`src/rtl/core_pkg.sv`:
```
// Shared constants and types for the RV32I core pipeline.
package core_pkg;
  localparam int          XLEN      = 32;
  localparam logic [31:0] NOP_INSTR = 32'h0000_0013;

  typedef enum logic [1:0] {
    IDLE = 2'd0,
    WAIT = 2'd1,
    DROP = 2'd2
  } fetch_state_t;
endpackage

```
`src/rtl/fetch_skid_buf.sv`:
```
// One-entry {instr, pc} holding buffer for a fetched instruction that decode
// could not accept. Clear wins over load, load over drain.
module fetch_skid_buf
  import core_pkg::*;
(
  input  logic            clk,
  input  logic            rst,
  input  logic            i_load,
  input  logic            i_drain,
  input  logic            i_clear,
  input  logic [31:0]     i_instr,
  input  logic [XLEN-1:0] i_pc,
  output logic            o_full,
  output logic            o_full_next,
  output logic [31:0]     o_instr,
  output logic [XLEN-1:0] o_pc
);
  logic            r_full;
  logic [31:0]     r_instr;
  logic [XLEN-1:0] r_pc;

  always_comb begin
    if (i_clear)      o_full_next = 1'b0;
    else if (i_load)  o_full_next = 1'b1;
    else if (i_drain) o_full_next = 1'b0;
    else              o_full_next = r_full;
  end

  always_ff @(posedge clk) begin
    if (rst) begin
      r_full  <= 1'b0;
      r_instr <= '0;
      r_pc    <= '0;
    end else begin
      r_full <= o_full_next;
      if (i_load && !i_clear) begin
        r_instr <= i_instr;
        r_pc    <= i_pc;
      end
    end
  end

  assign o_full  = r_full;
  assign o_instr = r_instr;
  assign o_pc    = r_pc;
endmodule

```
`src/rtl/fetch_stage.sv`:
```
// IF stage and IF/ID register: owns PCF, keeps at most one imem request in
// flight, and parks a response in the skid buffer when decode is held.
//
// state | meaning
// IDLE  | no request outstanding
// WAIT  | one request outstanding, its response will be kept
// DROP  | one request outstanding, its response will be discarded
module fetch_stage
  import core_pkg::*;
#(
  parameter logic [XLEN-1:0] RESET_PC = '0
) (
  input  logic            clk,
  input  logic            rst,
  input  logic            StallF,
  input  logic            StallD,
  input  logic            FlushD,
  input  logic            PCSrcE,
  input  logic [XLEN-1:0] PCTargetE,
  output logic            imem_req_valid,
  input  logic            imem_req_ready,
  output logic [XLEN-1:0] imem_req_addr,
  input  logic            imem_rsp_valid,
  input  logic [31:0]     imem_rsp_data,
  output logic [31:0]     InstrD,
  output logic [XLEN-1:0] PCD,
  output logic [XLEN-1:0] PCPlus4D,
  output logic            ValidD
);
  fetch_state_t    r_state;
  logic [XLEN-1:0] r_pcf;
  logic [XLEN-1:0] r_pc_req;
  logic [31:0]     r_instr_d;
  logic [XLEN-1:0] r_pc_d;
  logic [XLEN-1:0] r_pc_plus4_d;
  logic            r_valid_d;

  logic            w_rsp_kept;
  logic            w_avail;
  logic            w_slot_free;
  logic            w_hs;
  logic            w_skid_load;
  logic            w_skid_drain;
  logic            w_skid_full;
  logic            w_skid_full_next;
  logic [31:0]     w_skid_instr;
  logic [XLEN-1:0] w_skid_pc;
  logic [31:0]     w_instr_sel;
  logic [XLEN-1:0] w_pc_sel;

  assign w_rsp_kept   = (r_state == WAIT) && imem_rsp_valid && !PCSrcE;
  assign w_avail      = w_skid_full || w_rsp_kept;
  assign w_skid_load  = w_rsp_kept && (StallD || FlushD);
  assign w_skid_drain = w_skid_full && !FlushD && !StallD;
  assign w_slot_free  = (r_state == IDLE) || ((r_state == WAIT) && imem_rsp_valid);

  // Issue only if the skid will be empty at cycle end, so the new response always has a home.
  assign imem_req_valid = !rst && !StallF && !PCSrcE && w_slot_free && !w_skid_full_next;
  assign imem_req_addr  = r_pcf;
  assign w_hs           = imem_req_valid && imem_req_ready;

  // Skid entry is older than any response arriving now.
  assign w_instr_sel = w_skid_full ? w_skid_instr : imem_rsp_data;
  assign w_pc_sel    = w_skid_full ? w_skid_pc : r_pc_req;

  fetch_skid_buf u_skid (
    .clk         (clk),
    .rst         (rst),
    .i_load      (w_skid_load),
    .i_drain     (w_skid_drain),
    .i_clear     (PCSrcE),
    .i_instr     (imem_rsp_data),
    .i_pc        (r_pc_req),
    .o_full      (w_skid_full),
    .o_full_next (w_skid_full_next),
    .o_instr     (w_skid_instr),
    .o_pc        (w_skid_pc)
  );

  always_ff @(posedge clk) begin
    if (rst) begin
      r_state  <= IDLE;
      r_pcf    <= RESET_PC;
      r_pc_req <= RESET_PC;
    end else begin
      case (r_state)
        IDLE: begin
          if (w_hs) r_state <= WAIT;
        end
        WAIT: begin
          if (imem_rsp_valid) r_state <= w_hs ? WAIT : IDLE;
          else if (PCSrcE)    r_state <= DROP;
        end
        DROP: begin
          if (imem_rsp_valid) r_state <= IDLE;
        end
        default: r_state <= IDLE;
      endcase
      if (PCSrcE)    r_pcf <= PCTargetE;
      else if (w_hs) r_pcf <= r_pcf + XLEN'(4);
      if (w_hs) r_pc_req <= r_pcf;
    end
  end

  always_ff @(posedge clk) begin
    if (rst) begin
      r_instr_d    <= NOP_INSTR;
      r_pc_d       <= '0;
      r_pc_plus4_d <= '0;
      r_valid_d    <= 1'b0;
    end else if (FlushD) begin
      r_instr_d <= NOP_INSTR;
      r_valid_d <= 1'b0;
    end else if (!StallD) begin
      if (w_avail) begin
        r_instr_d    <= w_instr_sel;
        r_pc_d       <= w_pc_sel;
        r_pc_plus4_d <= w_pc_sel + XLEN'(4);
        r_valid_d    <= 1'b1;
      end else begin
        r_instr_d <= NOP_INSTR;
        r_valid_d <= 1'b0;
      end
    end
  end

  assign InstrD   = r_instr_d;
  assign PCD      = r_pc_d;
  assign PCPlus4D = r_pc_plus4_d;
  assign ValidD   = r_valid_d;

  a_no_rsp_in_idle: assert property (@(posedge clk) disable iff (rst)
    !((r_state == IDLE) && imem_rsp_valid));
endmodule

```
`config.mk`:
```
export PLATFORM = sky130hd
export DESIGN_NAME = fetch_stage
export DESIGN_NICKNAME = d
export VERILOG_FILES = /design/src/rtl/core_pkg.sv /design/src/rtl/fetch_skid_buf.sv /design/src/rtl/fetch_stage.sv
export SDC_FILE = /design/constraint.sdc
export NUM_CORES = 1
export LEC_CHECK = 0
export CORE_UTILIZATION = 35
export DETAILED_ROUTE_END_ITERATION = 12
export PLACE_DENSITY = 0.63
export SLEW_MARGIN = 0
export SYNTH_ARGS = -nofsm -noshare
export SYNTH_HDL_FRONTEND = slang
export SYNTH_SLANG_ARGS = --single-unit
```
`constraint.sdc`:
```
create_clock -name clk -period 5.2 [get_ports clk]
set_input_delay 1.3 -clock clk [delete_from_list [all_inputs] [get_ports clk]]
set_output_delay 1.3 -clock clk [all_outputs]
set_load 0.005 [all_outputs]
```
== Word-level counts from Yosys, hierarchy flattened ==
Index checks and enable logic that the tools add are counted.
W data, S select, Z words.

* Word-level logic and storage cells: 59
* Input port bits: 72
* Register bits after elaboration: 228
* Output and inout bits: 130

* Reductions and logical operators: 25
* $add $sub $neg: 2
* Bitwise gates (word level): 2
* Equality and inequality tests: 5
* Multiplexer cells: 15

{| class="wikitable"
|+ Operators with widths
! operator !! count
|-
| $mux W32 || 5
|-
| $add A32 B3 Y32 const B || 2
|-
| $logic_and A1 B1 Y1 || 11
|-
| $mux W2 || 4
|-
| $logic_not A1 Y1 || 6
|-
| $pmux W2 S3 || 1
|-
| $reduce_and A3 Y1 || 2
|-
| $mux W1 || 5
|-
| $ne A2 B2 Y1 const B || 2
|-
| $logic_or A1 B1 Y1 || 3
|-
| $ne A3 B3 Y1 const B || 1
|-
| $eq A2 B1 Y1 const B || 1
|-
| $eq A2 B2 Y1 const B || 1
|-
| $logic_not A2 Y1 || 1
|-
| $not A1 Y1 || 2
|-
| $reduce_bool A2 Y1 || 1
|-
| $reduce_or A2 Y1 || 1
|}

== Depth between registers and ports, before layout ==
Gate-level depths: netlist (run 1).

* Depth after elaboration: 12
* Mapped depth: 11
* Mapped depth without buffers: 6

== Cells and area by module ==
A second synthesis (run 1) with hierarchy kept.

* Cell total of the unflattened synthesis: 1,255
* Area, all modules: 10,929.2 sq um

{| class="wikitable"
|+ Modules (own cells, without submodules)
! module !! area each (sq um) !! cells each !! instances !! sequential area each (sq um)
|-
| fetch_stage || 7,980.2 || 958 || 1 || 3,223.1
|-
| fetch_skid_buf || 2,949.1 || 297 || 1 || 1,301.2
|}

== Worst setup path after synthesis (run 1) ==
Ideal clock, no wire load.

* Kind: input-to-output
* Start point: in PCSrcE
* End point: out imem_req_valid
* Path slack: 1.991 ns
* Buffers on the path: 0
* Arrival: 1.909 ns
* Data required time: 3.900 ns
* Stages: 3
* Cells stage by stage: and4bb_2 > o211ai_2 > and2_1

* Longest elaborated chain between the ends: 7
* Elaborated cells on any way between the ends: 9
* Classes of those cells: 2 x mux; 7 x reduce/logical

{| class="wikitable"
|+ Ends and longest elaborated chain
! item !! line !! source
|-
| start: declaration || fetch_stage.sv:18 || <nowiki>input logic PCSrcE,</nowiki>
|-
| $logic_not A1 Y1 || fetch_stage.sv:51, fetch_stage.sv:58 ||
|-
| $logic_and A1 B1 Y1 || fetch_stage.sv:51 || <nowiki>assign w_rsp_kept = (r_state == WAIT) && imem_rsp_valid && !PCSrcE;</nowiki>
|-
| $logic_and A1 B1 Y1 || fetch_stage.sv:53 || <nowiki>assign w_skid_load = w_rsp_kept && (StallD || FlushD);</nowiki>
|-
| $mux W1 || fetch_skid_buf.sv:24 || <nowiki>else if (i_load) o_full_next = 1'b1;</nowiki>
|-
| $mux W1 || fetch_skid_buf.sv:23 || <nowiki>if (i_clear) o_full_next = 1'b0;</nowiki>
|-
| $logic_not A1 Y1 || fetch_stage.sv:58 || <nowiki>assign imem_req_valid = !rst && !StallF && !PCSrcE && w_slot_free && !w_skid_full_next;</nowiki>
|-
| $logic_and A1 B1 Y1 (*) || fetch_stage.sv:58 ||
|-
| end: declaration || fetch_stage.sv:20 || <nowiki>output logic imem_req_valid,</nowiki>
|}

Every way passes the cells marked *; elsewhere a longest branch is shown, timed or not.

== Worst setup path after layout (run 1) ==
Same ends and word-level chain as after synthesis.

==> results of run 1 <==
-- worst max-delay path by stage --
stage,depth (start not counted),slack [ns],endpoint
2_1_floorplan,3,1.99,imem_req_valid
3_3_place_gp,5,0.67,imem_req_valid
3_5_place_dp,5,0.67,imem_req_valid
4_1_cts,5,0.66,imem_req_valid
5_1_grt,5,0.58,imem_req_valid
6_report,5,0.65,imem_req_valid
-- flip-flops by register name, summed over array words and instances, names as in the netlist --
register / count
InstrD: 32
PCD: 32
PCPlus4D: 30
ValidD: 1
imem_req_addr: 32
r_pc_req: 32
r_state: 2
u_skid.o_full: 1
u_skid.o_instr: 32
u_skid.o_pc: 32
-- power by group --
part / internal, uW / switching, uW / leakage [uW] / total (uW)
combinational: 112 / 115 / 0.00184 / 227
sequential: 1750 / 34.1 / 0.00183 / 1790
clock: 1080 / 697 / 0.000418 / 1770
total: 2940 / 846 / 0.00409 / 3790
-- tightest hold or removal path: cells and delay by family (launching register included) --
family	cells	cell delay, ns
DFF	1	0.32
and+or+nand+nor	1	0.05
AOI/OAI and AO/OA	1	0.05
-- stage by stage --
step           std cells  instance area (um2)
2_1_floorplan       1247                10100
3_3_place_gp        1746                12300
3_5_place_dp        1746                12300
4_1_cts             1793                13200
5_1_grt             1793                13200
6_report            1793                13200
-- metal layers --
layer	wire, um	share of wire	track usage	vias up
met3	1660	0.056	0.0260	26
met2	13100	0.44	0.295	271
li1	-	-	-	4751
met5	0	0	0	-
met1	14600	0.49	0.296	4457
met4	351	0.012	0.0400	0
-- cell families after synthesis --
kind of cell | Yosys count | share of synthesized area
and+or+nand+nor | 528 | 0.236
AOI/OAI and AO/OA | 307 | 0.191
DFF | 226 | 0.450
buffers and inverters | 106 | 0.0436
muxes | 68 | 0.0685
xor gates and xnor gates | 10 | 0.00871
adders and majority gates | 2 | 0.00249
-- area by class of cell --
class / instances / area, um2 / area share
well taps: 378 / 473 / 0.0359
repair buffers: 219 / 2160 / 0.164
clock buffers: 43 / 826 / 0.0627
clock inverters: 4 / 22.5 / 0.00171
multi-input cells: 915 / 5120 / 0.389
flip-flops and latches: 226 / 4530 / 0.344
inverters: 8 / 30.0 / 0.00228
-- cell usage in the layout (no fill, tap or decap), types with 8 or more instances in the layout --
cell / netlist / layout
nand4_1: 16 / 16
clkbuf_16: 0 / 27
nand3_1: 41 / 40
nor2_1: 87 / 85
buf_4: 6 / 17
o21ai_0: 14 / 14
a31oi_1: 17 / 17
clkbuf_8: 0 / 9
nor3_1: 44 / 44
and3_1: 12 / 11
or4_1: 15 / 15
a21oi_1: 161 / 160
dfxtp_1: 226 / 225
mux2i_1: 62 / 62
nand2_1: 274 / 273
a211oi_1: 32 / 32
xnor2_1: 8 / 8
o22ai_1: 10 / 10
a22oi_1: 9 / 9
clkdlybuf4s50_1: 0 / 199
o311ai_0: 14 / 14
==> key figures, run 1 <==
Route
  • Routed wire length: approximately 30 mm
  • Post-route ant nets: 0
  • DRT Pass-1 Iters: 5
  • Wirelength per Cell: roughly 17 um
  • Initial DRC Count: between 600 and 700
  • Vias: between 9000 and 10000
  • Drc violations: 0
  • Via density: about 5.3

Global routing
  • Total global-route track usage: 0.197
  • First-pass GRT wire length: 46.3 mm
  • Antenna violations before repair: 0
  • Via count of the first global-routing pass: between 8000 and 9000
  • Largest net degree at the start of global routing: between 80 and 90
  • GRT Residual Overflow: 0

Yosys
  • Async set-reset flop share out of synthesis: 0
  • Count leader, synth: nand2_1
  • YS warnings: 0
  • Mean Syn Cell Area: 8.06 um2
  • Post-synth top area cell: dfxtp_1
  • EDFF count, synth: 0
  • Synth area leaders: dfxtp_1 (45%), nand2_1 (10%), a21oi_1 (8.0%)
  • Syn Std Cell Area: slightly above 10000 um2
  • Synthesized net count: 1321
  • Seq/Total Area, Yosys: 0.450
  • FF+latch count, synth: around 230
  • Top cell type's share of synthesized area: 0.450
  • Yosys cell types: approximately 70
  • Post-synthesis cell count: 1247
  • Synth Flop Type: dfxtp_1
  • Commonest cells post-synth: nand2_1 (274), dfxtp_1 (226), a21oi_1 (161)

Worst hold path
  • Hold Crit Class: flop to flop
  • Hold Path Origin: r_pc_req[24]
  • WHS Endpoint: u_skid.o_pc[24]
  • Hold Path Depth: 2

Timing
  • Fmax achieved: about 220 MHz
  • Setup Viol. Count Final: 0
  • Tcrit/Tclk final: 0.874
  • Worst Skew: around 0.020 ns
  • Min Hold Slack: ~0.45 ns
  • Fin crit period: 4.55 ns
  • Final Hold Vio Count: 0
  • RSZ-0062 raised after global routing: false
  • Setup TNS: 0 ns
  • Worst slew pin tran: 0.903 ns
  • Slew headroom: 0.398
  • Max Slew Vio Count: 0
  • Worst Setup Slack, final: approximately 0.65 ns

Worst setup path
  • Worst r2r dst: PCPlus4D[30]
  • CP required: ~3.9 ns
  • Setup crit start kind: primary input
  • Reg2reg start: u_skid.o_full
  • CP max stage delay: 0.66 ns
  • Setup crit start: PCSrcE
  • FF-to-FF setup slack: 2.25 ns
  • Worst path most repeated cell: clkdlybuf4s50_1
  • CP cell instances: clkdlybuf4s50_1 -> and4bb_2 -> o211ai_2 -> and2_1 -> clkdlybuf4s50_1
  • Critical Path AT: approximately 3.3 ns
  • Worst R2R Path Depth: 5
  • Setup Crit Path Kind: primary input to output port
  • Dominant delay contributor by cell family on the critical path: buffers and inverters
  • CP max FO: 11
  • Slowest cell on crit path: clkdlybuf4s50_1
  • Worst setup EP type: output port
  • WP buf/inv: 2

Layout
  • Fin util: 0.470
  • Share of post-route cells with drive strength above 1: 0.0636
  • Final nets: about 1500
  • Synthesis-to-layout area growth: 30.9%
  • Layout fillers: 2728
  • Ant. Diodes: 0

Clock tree
  • # hold bufs at CTS: 0
  • Root Buffer: clkbuf_16
  • Clk_lat worst skew: 0.52 ns
  • Postcts setup bufs: 0
  • Clock slew at reported path FFs: roughly 0.06 ns
  • Clock buffer depth: 3
  • CTS tree: built
  • Htree depth: 1
  • CTS buffer count: 26
  • Clock sink count: 226
  • PostCTS Resize Cnt: 0

Placement
  • Post-detail-place hpwl: 20.5 mm
  • Setup WS pre-CTS: roughly 0.67 ns
  • PortBufs: 201
  • Final Wtd Congestion: 0.818

Flow run
  • Maxcap violations: 0

Power and ir drop
  • Total power: approximately 3800 uW
  • P per Cell Area: 288 nW/um2
  • Pleak: just over 0.004 uW
  • Peak supply drop: roughly 0.23 mV

Die
  • IO Count: 202
  • Number of cell rows: a little over 60
  • Die footprint: approximately 29000 um2
  • Starting density of the core: 0.359
  • Die Span Y: ~170 um
  • Core region area: approximately 28000 um2
  • Chip width: 171 um

Run status
  • Status: complete, no violations
No activity file was read; power rests on OpenSTA's default activity.
==> run 2, diff against run 1 <==
--- a/config.mk
+++ b/config.mk
@@ -8,6 +8,7 @@
 export CORE_UTILIZATION = 35
 export DETAILED_ROUTE_END_ITERATION = 12
 export PLACE_DENSITY = 0.63
+export REMOVE_ABC_BUFFERS = 1
 export SLEW_MARGIN = 0
 export SYNTH_ARGS = -nofsm -noshare
 export SYNTH_HDL_FRONTEND = slang
==> constraint.sdc (replaced) <==
create_clock -name clk -period 5.46 [get_ports clk]
set_input_delay 1.365 -clock clk [delete_from_list [all_inputs] [get_ports clk]]
set_output_delay 1.365 -clock clk [all_outputs]
set_load 0.005 [all_outputs]
==> run 2 against run 1 <==
Die area unchanged. Via count down 0.13%. Cell count about the same. Clock skew down 0.011 ns. Flip-flop and latch count unchanged. Register-to-register slack worse by 0.31 ns. Setup slack better by 0.19 ns. Sequential share of layout area down 0.28 points. Critical path depth unchanged. First-iteration DRC count up 1.6%.
==> key figures, run 2 (synthesis gave the netlist of run 1 again) <==
Run status
  • Status: complete, no violations

Worst setup path
  • Worst r2r dst: PCPlus4D[30]
  • Setup crit start: PCSrcE
  • CP max FO: 5 (-6)
  • Worst R2R Path Depth: 6 (+1)
  • CP max stage delay: 0.59 ns (-0.07 ns)
  • Setup crit start kind: primary input
  • FF-to-FF setup slack: 1.94 ns (-0.31 ns)
  • Setup Crit Path Kind: primary input to output port
  • Slowest cell on crit path: clkdlybuf4s50_1
  • Crit path depth: 5 (unchanged)
  • Dominant delay contributor by cell family on the critical path: buffers and inverters
  • CP required: 4.09 ns (+0.19 ns)
  • WP buf/inv: 2 (unchanged)
  • CP cell instances: clkdlybuf4s50_1 -> and4bb_2 -> o211ai_2 -> and2_1 -> clkdlybuf4s50_1
  • Reg2reg start: u_skid.o_full
  • Worst path most repeated cell: clkdlybuf4s50_1
  • Critical Path AT: 3.25 ns (about the same)
  • Worst setup EP type: output port
  • CP endpoint: imem_req_valid

Clock tree
  • CTS buffer count: 26 (unchanged)
  • # hold bufs at CTS: 0 (unchanged)
  • Root Buffer: clkbuf_16
  • PostCTS Resize Cnt: 0 (unchanged)
  • Clock slew at reported path FFs: 0.06 ns (about the same)
  • Htree depth: 1 (unchanged)
  • Clock sink count: 226 (unchanged)
  • Clock buffer depth: 3 (unchanged)
  • Clk_lat worst skew: 0.51 ns (about the same)
  • CTS tree: built
  • Postcts setup bufs: 0 (unchanged)

Layout
  • Share of post-route cells with drive strength above 1: 0.0657 (+0.00207)
  • Fin util: 0.474 (+0.00389)
  • Layout fillers: 2737 (+0.33%)
  • Ant. Diodes: 0 (unchanged)
  • Area of the multi-input gates: 5120 um2 (unchanged)
  • Final nets: 1471 (+0.068%)
  • FF/Latch Area: 4530 um2 (unchanged)
  • Commonest non-fill, non-tap cell in the layout: nand2_1
  • Synthesis-to-layout area growth: 32.0%
  • Most frequent cells in the layout: nand2_1 (273), dfxtp_1 (225), clkdlybuf4s50_1 (199)

Timing
  • Setup TNS: 0 ns (unchanged)
  • Worst Skew: 0.00871 ns (-0.0112 ns)
  • Final Hold Vio Count: 0 (unchanged)
  • Tcrit/Tclk final: 0.845
  • RSZ-0062 raised after global routing: false
  • Max Slew Vio Count: 0 (unchanged)
  • Slew headroom: 0.274 (-0.124)
  • Worst slew pin tran: 1.09 ns (+0.185 ns)
  • Fin crit period: between 4 and 5 ns
  • Fmax achieved: 217 MHz
  • Setup Viol. Count Final: 0 (unchanged)

Route
  • Via density: 5.29 (-0.18%)
  • DRT Pass-1 Iters: 5 (unchanged)
  • Metal-1 WL: 14.0 mm (-4.0%)
  • Wirelength per Cell: 17.0 um (+2.4%)
  • Post-route ant nets: 0 (unchanged)
  • Drc violations: 0 (unchanged)
  • Met2 Routed Length: 13.7 mm (+4.5%)
  • Routed wire length: 30.5 mm (+2.5%)
  • WL met3: 1.65 mm (-0.60%)
  • Vias: 9493 (-0.13%)
  • Initial DRC Count: 678 (+1.6%)
  • DR top layer: met4

Power and ir drop
  • Pleak: 0.00413 uW (+1.2%)
  • P per Cell Area: 284 nW/um2 (-1.2%)
  • Peak supply drop: 0.223 mV (-4.0%)
  • Total power: 3770 uW (-0.36%)

Global routing
  • Total global-route track usage: 0.203 (+0.00635)
  • GRT Residual Overflow: 0 (unchanged)
  • First-pass GRT wire length: 47.8 mm (+3.2%)
  • Largest net degree at the start of global routing: 134 (+65%)
  • Antenna violations before repair: 0 (unchanged)
  • Via count of the first global-routing pass: 8708 (+4.5%)

Worst hold path
  • Hold Path Origin: PCPlus4D[7]
  • Hold Crit Class: flop to flop

Die
  • Starting density of the core: 0.359 (unchanged)
  • Core region area: 28000 um2 (unchanged)
  • IO Count: 202 (unchanged)
  • Number of cell rows: 61 (unchanged)
  • Die Span Y: 171 um (unchanged)
  • Chip width: 171 um (unchanged)
  • Die footprint: 29400 um2 (unchanged)

Placement
  • Final Wtd Congestion: 0.801 (-2.1%)
  • PortBufs: 201 (unchanged)
  • Post-detail-place hpwl: 20.7 mm (+0.87%)

Flow run
  • Maxcap violations: 0 (unchanged)
==> run 2: final cells by class <==
type / count / share of cell area
clock buffers: 38 / 0.0586
clock inverters: 9 / 0.0111
inverters: 8 / 0.00226
multi-input cells: 915 / 0.386
flip-flops and latches: 226 / 0.341
well taps: 378 / 0.0356
repair buffers: 220 / 0.165
==> run 2: stage by stage <==
stage                     setup WS, ns  hold slack, ns  cell area, um2  cells
after CTS                        0.833           0.453           13300   1794
after floorplan                  -1.63           0.427            9650   1149
after global routing             0.751           0.467           13300   1794
after detailed placement         0.830           0.444           12300   1747
after global placement           0.854           0.439           12300   1747
final                            0.846           0.454           13300   1794
==> run 2: worst register-to-register path, delay by kind of cell (launching register included) <==
| family | cells | cell delay [ns] |
|---|---|---|
| AO/OA/AOI/OAI | 2 | 0.60 |
| AND/OR/NAND/NOR | 3 | 1.27 |
| buffers and inverters | 1 | 0.52 |
| flip-flops | 1 | 1.05 |
==> run 2: metal layers <==
| metal | GRT usage | up-vias |
|---|---|---|
| li1 | - | 4757 |
| met1 | 0.274 | 4472 |
| met2 | 0.323 | 212 |
| met3 | 0.0350 | 52 |
| met4 | 0.0745 | 0 |
| met5 | 0 | - |
==> run 2: worst min-delay path by stage <==
stage	end	cells past startpoint
detailed placement	PCPlus4D[7]	2
finish	PCPlus4D[7]	2
global placement	u_skid.o_pc[29]	2
global route	u_skid.o_instr[8]	2
floorplan	u_skid.o_pc[29]	2
CTS	PCPlus4D[7]	2
==> run 2: report_power, final <==
part	total [uW]	internal, uW	switching, uW
Sequential	1700	1670	29.6
Clock	1850	1170	681
Combinational	223	108	115
